===== src/rtl/sha256_msg_padder.sv =====
// sha256_msg_padder: packs a big-endian byte stream into 32-bit words and
// appends SHA-256 padding (0x80, zero fill, 64-bit bit length), emitting
// 16-word blocks with first/last-of-block and last-of-message flags.
module sha256_msg_padder #(
    parameter int unsigned LEN_W = 64
) (
    input  logic        clk_axi,
    input  logic        rst_n,
    input  logic [7:0]  s_data,
    input  logic        s_valid,
    input  logic        s_last,
    output logic        s_ready,
    output logic [31:0] m_word,
    output logic        m_valid,
    input  logic        m_ready,
    output logic        m_first,
    output logic        m_blk_last,
    output logic        m_msg_last
);

    localparam int unsigned CNT_W = LEN_W - 3;

    localparam logic [2:0] ST_DATA   = 3'd0;
    localparam logic [2:0] ST_PAD80  = 3'd1;
    localparam logic [2:0] ST_PADZ   = 3'd2;
    localparam logic [2:0] ST_LEN_HI = 3'd3;
    localparam logic [2:0] ST_LEN_LO = 3'd4;
    // Holds off new input until the final length word has been taken.
    localparam logic [2:0] ST_DONE   = 3'd5;

    localparam logic [CNT_W-1:0] CNT_ONE = {{(CNT_W-1){1'b0}}, 1'b1};

    logic [2:0]       state_q, state_d;
    logic [1:0]       byte_pos_q, byte_pos_d;
    logic [3:0]       word_pos_q, word_pos_d;
    logic [CNT_W-1:0] byte_cnt_q, byte_cnt_d;
    logic [23:0]      acc_q, acc_d;
    logic [31:0]      m_word_q, m_word_d;
    logic             m_valid_q, m_valid_d;
    logic             m_first_q, m_first_d;
    logic             m_blk_last_q, m_blk_last_d;
    logic             m_msg_last_q, m_msg_last_d;

    logic             reg_free;
    logic             s_ready_int;
    logic [LEN_W-1:0] bit_len;
    logic             inj_en;
    logic [7:0]       inj_byte;
    logic             load_en;
    logic [31:0]      load_word;
    logic             load_msg_last;

    assign reg_free    = !m_valid_q || m_ready;
    assign s_ready_int = (state_q == ST_DATA) && reg_free;
    assign bit_len     = {byte_cnt_q, 3'b000};

    assign s_ready    = s_ready_int;
    assign m_word     = m_word_q;
    assign m_valid    = m_valid_q;
    assign m_first    = m_first_q;
    assign m_blk_last = m_blk_last_q;
    assign m_msg_last = m_msg_last_q;

    // Next-state: FSM, byte packing and output register load
    always_comb begin
        state_d       = state_q;
        byte_pos_d    = byte_pos_q;
        word_pos_d    = word_pos_q;
        byte_cnt_d    = byte_cnt_q;
        acc_d         = acc_q;
        m_word_d      = m_word_q;
        m_valid_d     = m_valid_q;
        m_first_d     = m_first_q;
        m_blk_last_d  = m_blk_last_q;
        m_msg_last_d  = m_msg_last_q;
        inj_en        = 1'b0;
        inj_byte      = 8'h00;
        load_en       = 1'b0;
        load_word     = '0;
        load_msg_last = 1'b0;

        if (reg_free) begin
            m_valid_d    = 1'b0;
            m_first_d    = 1'b0;
            m_blk_last_d = 1'b0;
            m_msg_last_d = 1'b0;
        end

        case (state_q)
            ST_DATA: begin
                if (s_valid && s_ready_int) begin
                    inj_en     = 1'b1;
                    inj_byte   = s_data;
                    byte_cnt_d = byte_cnt_q + CNT_ONE;
                    if (s_last) begin
                        state_d = ST_PAD80;
                    end
                end
            end
            ST_PAD80: begin
                if (reg_free) begin
                    inj_en   = 1'b1;
                    inj_byte = 8'h80;
                    state_d  = ST_PADZ;
                end
            end
            ST_PADZ: begin
                if (reg_free) begin
                    if (byte_pos_q != 2'd0) begin
                        inj_en   = 1'b1;
                        inj_byte = 8'h00;
                    end else if (word_pos_q != 4'd14) begin
                        load_en   = 1'b1;
                        load_word = '0;
                    end else begin
                        state_d = ST_LEN_HI;
                    end
                end
            end
            ST_LEN_HI: begin
                if (reg_free) begin
                    load_en   = 1'b1;
                    load_word = bit_len[LEN_W-1 -: 32];
                    state_d   = ST_LEN_LO;
                end
            end
            ST_LEN_LO: begin
                if (reg_free) begin
                    load_en       = 1'b1;
                    load_word     = bit_len[31:0];
                    load_msg_last = 1'b1;
                    state_d       = ST_DONE;
                end
            end
            ST_DONE: begin
                if (m_ready) begin
                    byte_cnt_d = '0;
                    byte_pos_d = 2'd0;
                    word_pos_d = 4'd0;
                    state_d    = ST_DATA;
                end
            end
            default: begin
                state_d = ST_DATA;
            end
        endcase

        // Data, 0x80 and zero-fill bytes share one packing path
        if (inj_en) begin
            if (byte_pos_q == 2'd3) begin
                load_en   = 1'b1;
                load_word = {acc_q, inj_byte};
            end else begin
                case (byte_pos_q)
                    2'd0:    acc_d[23:16] = inj_byte;
                    2'd1:    acc_d[15:8]  = inj_byte;
                    default: acc_d[7:0]   = inj_byte;
                endcase
            end
            byte_pos_d = byte_pos_q + 2'd1;
        end

        if (load_en) begin
            m_word_d     = load_word;
            m_valid_d    = 1'b1;
            m_first_d    = (word_pos_q == 4'd0);
            m_blk_last_d = (word_pos_q == 4'd15) || load_msg_last;
            m_msg_last_d = load_msg_last;
            word_pos_d   = word_pos_q + 4'd1;
        end
    end

    // State and output registers, asynchronously cleared
    always_ff @(posedge clk_axi or negedge rst_n) begin
        if (!rst_n) begin
            state_q      <= ST_DATA;
            byte_pos_q   <= 2'd0;
            word_pos_q   <= 4'd0;
            byte_cnt_q   <= '0;
            acc_q        <= '0;
            m_word_q     <= '0;
            m_valid_q    <= 1'b0;
            m_first_q    <= 1'b0;
            m_blk_last_q <= 1'b0;
            m_msg_last_q <= 1'b0;
        end else begin
            state_q      <= state_d;
            byte_pos_q   <= byte_pos_d;
            word_pos_q   <= word_pos_d;
            byte_cnt_q   <= byte_cnt_d;
            acc_q        <= acc_d;
            m_word_q     <= m_word_d;
            m_valid_q    <= m_valid_d;
            m_first_q    <= m_first_d;
            m_blk_last_q <= m_blk_last_d;
            m_msg_last_q <= m_msg_last_d;
        end
    end

endmodule


===== config.mk =====
export PLATFORM = sky130hd
export DESIGN_NAME = sha256_msg_padder
export DESIGN_NICKNAME = d
export VERILOG_FILES = /design/src/rtl/sha256_msg_padder.sv
export SDC_FILE = /design/constraint.sdc
export NUM_CORES = 1
export LEC_CHECK = 0
export CORE_UTILIZATION = 50
export DETAILED_ROUTE_END_ITERATION = 8
export HOLD_SLACK_MARGIN = 0.08
export PLACE_DENSITY = 0.69
export SYNTH_ARGS = -nofsm -noshare
export SYNTH_HDL_FRONTEND = slang
export SYNTH_SLANG_ARGS = --single-unit

===== constraint.sdc =====
create_clock -name clk_axi -period 2.5 [get_ports clk_axi]
set_clock_uncertainty 0.1 [all_clocks]
set_input_delay 0.5 -clock clk_axi [delete_from_list [all_inputs] [get_ports clk_axi]]
set_output_delay 0.5 -clock clk_axi [all_outputs]
set_load 0.005 [all_outputs]

==> qor.txt, run 1 <==
Setup crit end kind: flop
gr usage total: 29.4%
footprint of the multi-input gates: 3040 um^2
DIE WIDTH: 116 um
Slew Limit Fails: 0
M1 GR Usage: 40.3%
run status: complete, no violations
post-synthesis cell type count: 61
final hold viol count: 0
GRT Max-Usage Layer: met2
DR pass1 iterations: 6
per-cell routed wire length: 19.3 um
pre-CTS setup slack: -0.272 ns
Placed Cells: 914
fin crit share: 97.1%
sequential-to-total area share from yosys stat: 50.1%
area delta synth->final: 27.2%
Worst Tran Pin Value: 0.981 ns
fin nets: 783
# rows: 41
min Tclk post-route: 2.43 ns
routability cong.: 0.895
Post-Route Utilization: 65.5%
met2 global-route usage: 46.1%
fraction of layout cells with a size suffix above 1: 15.2%
Clock Tree Root: clkbuf_16
Initial DRC Count: 718
Clock transition at path regs: 0.06 ns
Worst EP required: 2.71 ns
Critical-path top delay cell: or3b_1
Crit Path Max Fanout: 8
total grt overflow: 0
Cell Area, Synth: 6490 um^2
core footprint: 12600 um^2
asr flop ratio synth: 100%
relative max-transition margin: 34.3%
met3 Usage GRT: 6.12%
Leak Pwr: 3.63 nW
Mean Syn Cell Area: 9.61 um^2
CTS tree: built
first-pass GRT wire length: 29600 um
TritonCTS Sinks: 130
CP arrival: 2.63 ns
Mapped Nets: 697
IO Port Bufs: 49
Non-Filler Instances: 947
Ant. Diodes: 0
most common flop cell mapped by yosys: dfrtp_1
Via density: 6.23
Fin Hold WS: 0.376 ns
number of routed nets with antenna violations: 0
Initial Util: 51.5%
clock network latency to the later pin of the worst-skew pair: 0.43 ns
Hold Path Class: flop to flop
TritonCTS buffer count: 17
Critical Path Max Stage Delay: 0.40 ns
number of synthesized flops with an enable pin: 0
hpwl dp: 12800 um
Synth Register Bits: 130
via count: 5904
DRC viols: 0
Gate Count Post-Synth: 676
fill count: 1037
fmax: 412 MHz
clk buf depth: 2
vias in the first global route: 5631
yosys warns: 0
startpoint types: flop
area occupied by registers: 3250 um^2
Post-CTS Setup Inserts: 0
Chip Height: 116 um
PwrDens: 968 nW/um^2
initial antenna violation count: 0
critical path type: flop to flop
RSZ-0062 raised after global routing: false
max-cap violations: 0
I/O pins: 50
Cell Chain, Critical Path: inv_1, ha_1, or3b_1, a211oi_4, buf_6, nand2_2, and2_1, buf_4, a221o_1
Die ar.: 13400 um^2
# H-tree levels: 4
largest net degree at the start of global routing: 51
routed wire length: 18300 um
setup violators final: 0
peak supply drop: 0.701 mV
Worst Setup Slack, final: 0.0730 ns
[synthesized netlist by cell type (9+ instances only)]
library cell | number | share of area [%]
inv_1 | 12 | 0.69
nand3_1 | 47 | 3.6
xor2_1 | 15 | 2.0
buf_2 | 14 | 1.1
or4_1 | 18 | 2.1
a222oi_1 | 25 | 3.9
nand2_1 | 90 | 5.2
o31ai_1 | 19 | 2.2
nand4_1 | 17 | 1.6
o21ai_0 | 53 | 4.1
a21oi_1 | 43 | 3.3
and3_1 | 9 | 0.87
clkbuf_1 | 28 | 1.6
or3_1 | 25 | 2.4
nor2_1 | 30 | 1.7
dfrtp_1 | 130 | 50
[metal layers]
metal	vias to the layer above	share of wire, %
li1	2692	-
met1	2928	43
met2	247	47
met3	37	7.1
met4	0	2.5
met5	-	0
[area by class of cell]
class | instances | share of cell area (%)
inverter | 12 | 0.545
timing repair buffer | 112 | 12.7
clock buffer | 25 | 6.48
tap | 172 | 2.60
multi-input combinational | 489 | 36.8
sequential | 130 | 39.4
clock inverter | 7 | 1.42
[layout by cell type (no fill, tap or decap), drive strengths merged, types with 4 or more instances in the layout]
cell type      netlist  layout
nand2b               4       4
a222oi              25      25
a21o                 7       7
nor2b                4       4
o2111ai              4       4
and3                10      10
nor3                 7       7
ha                   8       8
clkdlybuf4s50        0      47
o31ai               19      19
dfrtp              130     130
nand2               91      91
inv                 12      12
xor2                15      15
o21ai               53      53
a211oi               4       4
or4                 18      18
nand4               18      18
nand3               49      49
buf                 17      63
a22oi                5       5
clkbuf              28      25
xnor2                6       6
o211ai               4       4
or3                 25      25
a21oi               43      43
nor4                 5       5
nor2                30      30
[state kept, by name (all words and copies together), names as in the netlist]
name / cells
acc_q: 24
byte_cnt_q: 61
byte_pos_q: 2
m_blk_last: 1
m_first: 1
m_msg_last: 1
m_valid: 1
m_word: 32
state_q: 3
word_pos_q: 4
[power by group]
| group | total (mW) | switching, mW | internal, mW |
|---|---|---|---|
| Combinational | 2.48 | 1.38 | 1.10 |
| Clock | 2.69 | 0.915 | 1.78 |
| Sequential | 2.82 | 0.302 | 2.52 |
[critical path, delay by kind of cell (launching register included)]
| kind | cells | cell delay [ns] |
|---|---|---|
| compound gates | 2 | 0.57 |
| flops | 1 | 0.39 |
| simple gates | 3 | 0.64 |
| fa+ha+maj | 1 | 0.21 |
| buf+inv | 3 | 0.38 |
[metrics by stage]
stage               setup TNS [ns]  instance area, um^2  total power, mW
global route                     0                 8260             8.43
floorplan                        0                 6490             4.09
global placement             -8.53                 7570             5.20
CTS                              0                 8240             8.00
finish                           0                 8260             8.00
detailed placement           -9.88                 7570             5.29
[kinds of logic after synthesis]
logic type	after synthesis	share of synthesized area [%]
buffers and inverters	57	3.56
AND/OR/NAND/NOR	279	23.0
adder cells (fa/ha/maj)	8	1.54
AO/OA/AOI/OAI	176	18.1
multiplexers	5	0.828
XOR/XNOR	21	2.83
flip-flops	130	50.1
[path summary, 6_finish.rpt]
path,startpoint,end,cells past startpoint,slack (ns)
max,byte_pos_q[0]$_DFFE_PN0P_,m_word[1]$_DFFE_PN0P_,9,0.07
min,m_word[4]$_DFFE_PN0P_,m_word[4]$_DFFE_PN0P_,1,0.38
max reg2reg,byte_pos_q[0]$_DFFE_PN0P_,m_word[1]$_DFFE_PN0P_,9,0.07
min reg2reg,m_word[4]$_DFFE_PN0P_,m_word[4]$_DFFE_PN0P_,1,0.38
max in group asynchronous,rst_n,m_word[11]$_DFFE_PN0P_,3,1.12
min in group asynchronous,rst_n,byte_cnt_q[37]$_DFFE_PN0P_,2,0.51
[repair_timing]
| action | in CTS | in global routing |
|---|---|---|
| hold endpoints to repair | 37 | 0 |
| gates resized for setup | 1 | 5 |
| endpoints found under the setup margin | 1 | 10 |
| hold buffers | 1 | 0 |
| pin swaps | 0 | 0 |
(Power assumes the default switching activity.)
==> run 2: changes to the inputs <==
--- a/config.mk
+++ b/config.mk
@@ -8,6 +8,7 @@
 export CORE_UTILIZATION = 50
 export DETAILED_ROUTE_END_ITERATION = 8
 export HOLD_SLACK_MARGIN = 0.08
+export MAX_ROUTING_LAYER = met4
 export PLACE_DENSITY = 0.69
 export SYNTH_ARGS = -nofsm -noshare
 export SYNTH_HDL_FRONTEND = slang
==> qor.txt, run 2 (same netlist as run 1, synthesis figures left out) <==
core footprint: 12600 um^2
routability cong.: 0.898
# rows: 41
Initial DRC Count: 833
critical path type: primary input to flop
clk buf depth: 2
fraction of layout cells with a size suffix above 1: 15.6%
area delta synth->final: 26.2%
final hold viol count: 0
Chip Height: 116 um
PwrDens: 958 nW/um^2
Die ar.: 13400 um^2
routed wire length: 18700 um
Setup crit end kind: flop
setup violators final: 0
peak supply drop: 0.740 mV
CTS tree: built
number of routed nets with antenna violations: 0
hpwl dp: 13300 um
RSZ-0062 raised after global routing: false
Crit Path Max Fanout: 19
initial antenna violation count: 0
Most flops, register: byte_cnt_q
max-cap violations: 0
TritonCTS buffer count: 17
# H-tree levels: 4
max reg flops: 61
Worst Tran Pin Value: 0.596 ns
DR pass1 iterations: 6
DIE WIDTH: 116 um
run status: complete, no violations
gr usage total: 30.6%
min Tclk post-route: 2.40 ns
total grt overflow: 0
via count: 5935
Via density: 6.25
Buf+Inv Stages, Crit Path: 2
vias in the first global route: 5575
clock network latency to the later pin of the worst-skew pair: 0.42 ns
Worst Setup Slack, final: 0.0973 ns
family with the most delay on the worst path: simple AND/OR/NAND/NOR gates
Slew Limit Fails: 0
fin nets: 786
Hold Path Class: flop to flop
TritonCTS Sinks: 130
Cell Chain, Critical Path: clkdlybuf4s50_1, nand2b_1, nor4_2, o2111ai_1, buf_4, or4_1, a21oi_1
Clock transition at path regs: 0.06 ns
IO Port Bufs: 49
fin crit share: 96.1%
commonest non-fill, non-tap cell in the layout: dfrtp_1
Clock Tree Root: clkbuf_16
Initial Util: 51.5%
Worst EP required: 2.74 ns
largest net degree at the start of global routing: 47
DRC viols: 0
I/O pins: 50
Critical Path Max Stage Delay: 0.55 ns
pre-CTS setup slack: -0.272 ns
relative max-transition margin: 60.1%
CP arrival: 2.64 ns
Ant. Diodes: 0
startpoint types: primary input
per-cell routed wire length: 19.6 um
Total Power: 7.85 mW
Leak Pwr: 3.63 nW
fmax: 416 MHz
most frequent cells in the layout: 130 x dfrtp_1, 89 x nand2_1, 61 x buf_4
first-pass GRT wire length: 29500 um
Critical-path top delay cell: clkdlybuf4s50_1
-- run 2: cell types whose count changed in the layout (fill, tap and decap cells not counted), moves of 2 or more --
cell        change
buf_12          -3
buf_4           +6
clkbuf_8        -6
clkinv_2        +4
clkinv_4        +4
clkinvlp_4      -3
nor4_2          +2
-- run 2: area by class of cell --
class / instances / area (um^2)
fillers: 1078 / 4420
multi-input cells: 489 / 3030
repair buffers: 115 / 1040
clock buffers: 19 / 453
well taps: 172 / 215
clock inverters: 13 / 159
flip-flops and latches: 130 / 3250
inverters: 12 / 45.0
-- run 2: path summary, 6_finish.rpt --
path / from / to / slack, ns / cells after the start
worst max-delay path: s_valid / byte_cnt_q[45]$_DFFE_PN0P_ / 0.1 / 7
worst min-delay path: m_word[4]$_DFFE_PN0P_ / m_word[4]$_DFFE_PN0P_ / 0.38 / 1
worst max register to register: byte_pos_q[0]$_DFFE_PN0P_ / m_word[0]$_DFFE_PN0P_ / 0.14 / 9
worst min register to register: m_word[4]$_DFFE_PN0P_ / m_word[4]$_DFFE_PN0P_ / 0.38 / 1
max in group asynchronous: rst_n / byte_cnt_q[17]$_DFFE_PN0P_ / 1.02 / 3
min in group asynchronous: rst_n / byte_cnt_q[33]$_DFFE_PN0P_ / 0.52 / 2
-- run 2: per-layer routing --
layer | up-vias | track usage [%] | part of all wire, %
met5 | - | - | 0
li1 | 2708 | - | -
met2 | 249 | 47.7 | 49
met4 | 0 | 8.46 | 1.4
met3 | 34 | 6.90 | 7.3
met1 | 2944 | 40.2 | 43
-- run 2: metrics by stage --
stage	TNS, ns	instances	hold slack [ns]	util, %	cell area, um^2
after floorplan	0	676	0.104	-	6490
after global placement	-5.30	916	0.360	59.8	7550
after detailed placement	-7.69	916	0.369	59.8	7550
after CTS	0	949	0.382	64.8	8170
after global routing	0	950	0.401	64.9	8200
final	0	950	0.378	64.9	8200
-- run 2: worst reg2reg max path: cells and delay by family (launching register included) --
| kind | cells | cell delay [ns] |
|---|---|---|
| compound gates | 2 | 0.55 |
| fa+ha+maj | 1 | 0.21 |
| buf+inv | 3 | 0.40 |
| flops | 1 | 0.35 |
| simple gates | 3 | 0.64 |
-- run 2: what timing repair did --
item,4_1_cts,5_1_grt
pin swaps,0,1
buffers inserted,0,1
endpoints found under the hold margin,42,0
gates resized for setup,1,4
hold buffers,1,0
setup endpoints to repair,1,21
-- run 2: report_power, final --
part	leakage, nW	internal (mW)	total [mW]	switching [mW]
clock network	0.307	1.62	2.57	0.949
registers	1.79	2.52	2.82	0.297
logic	1.54	1.09	2.46	1.37
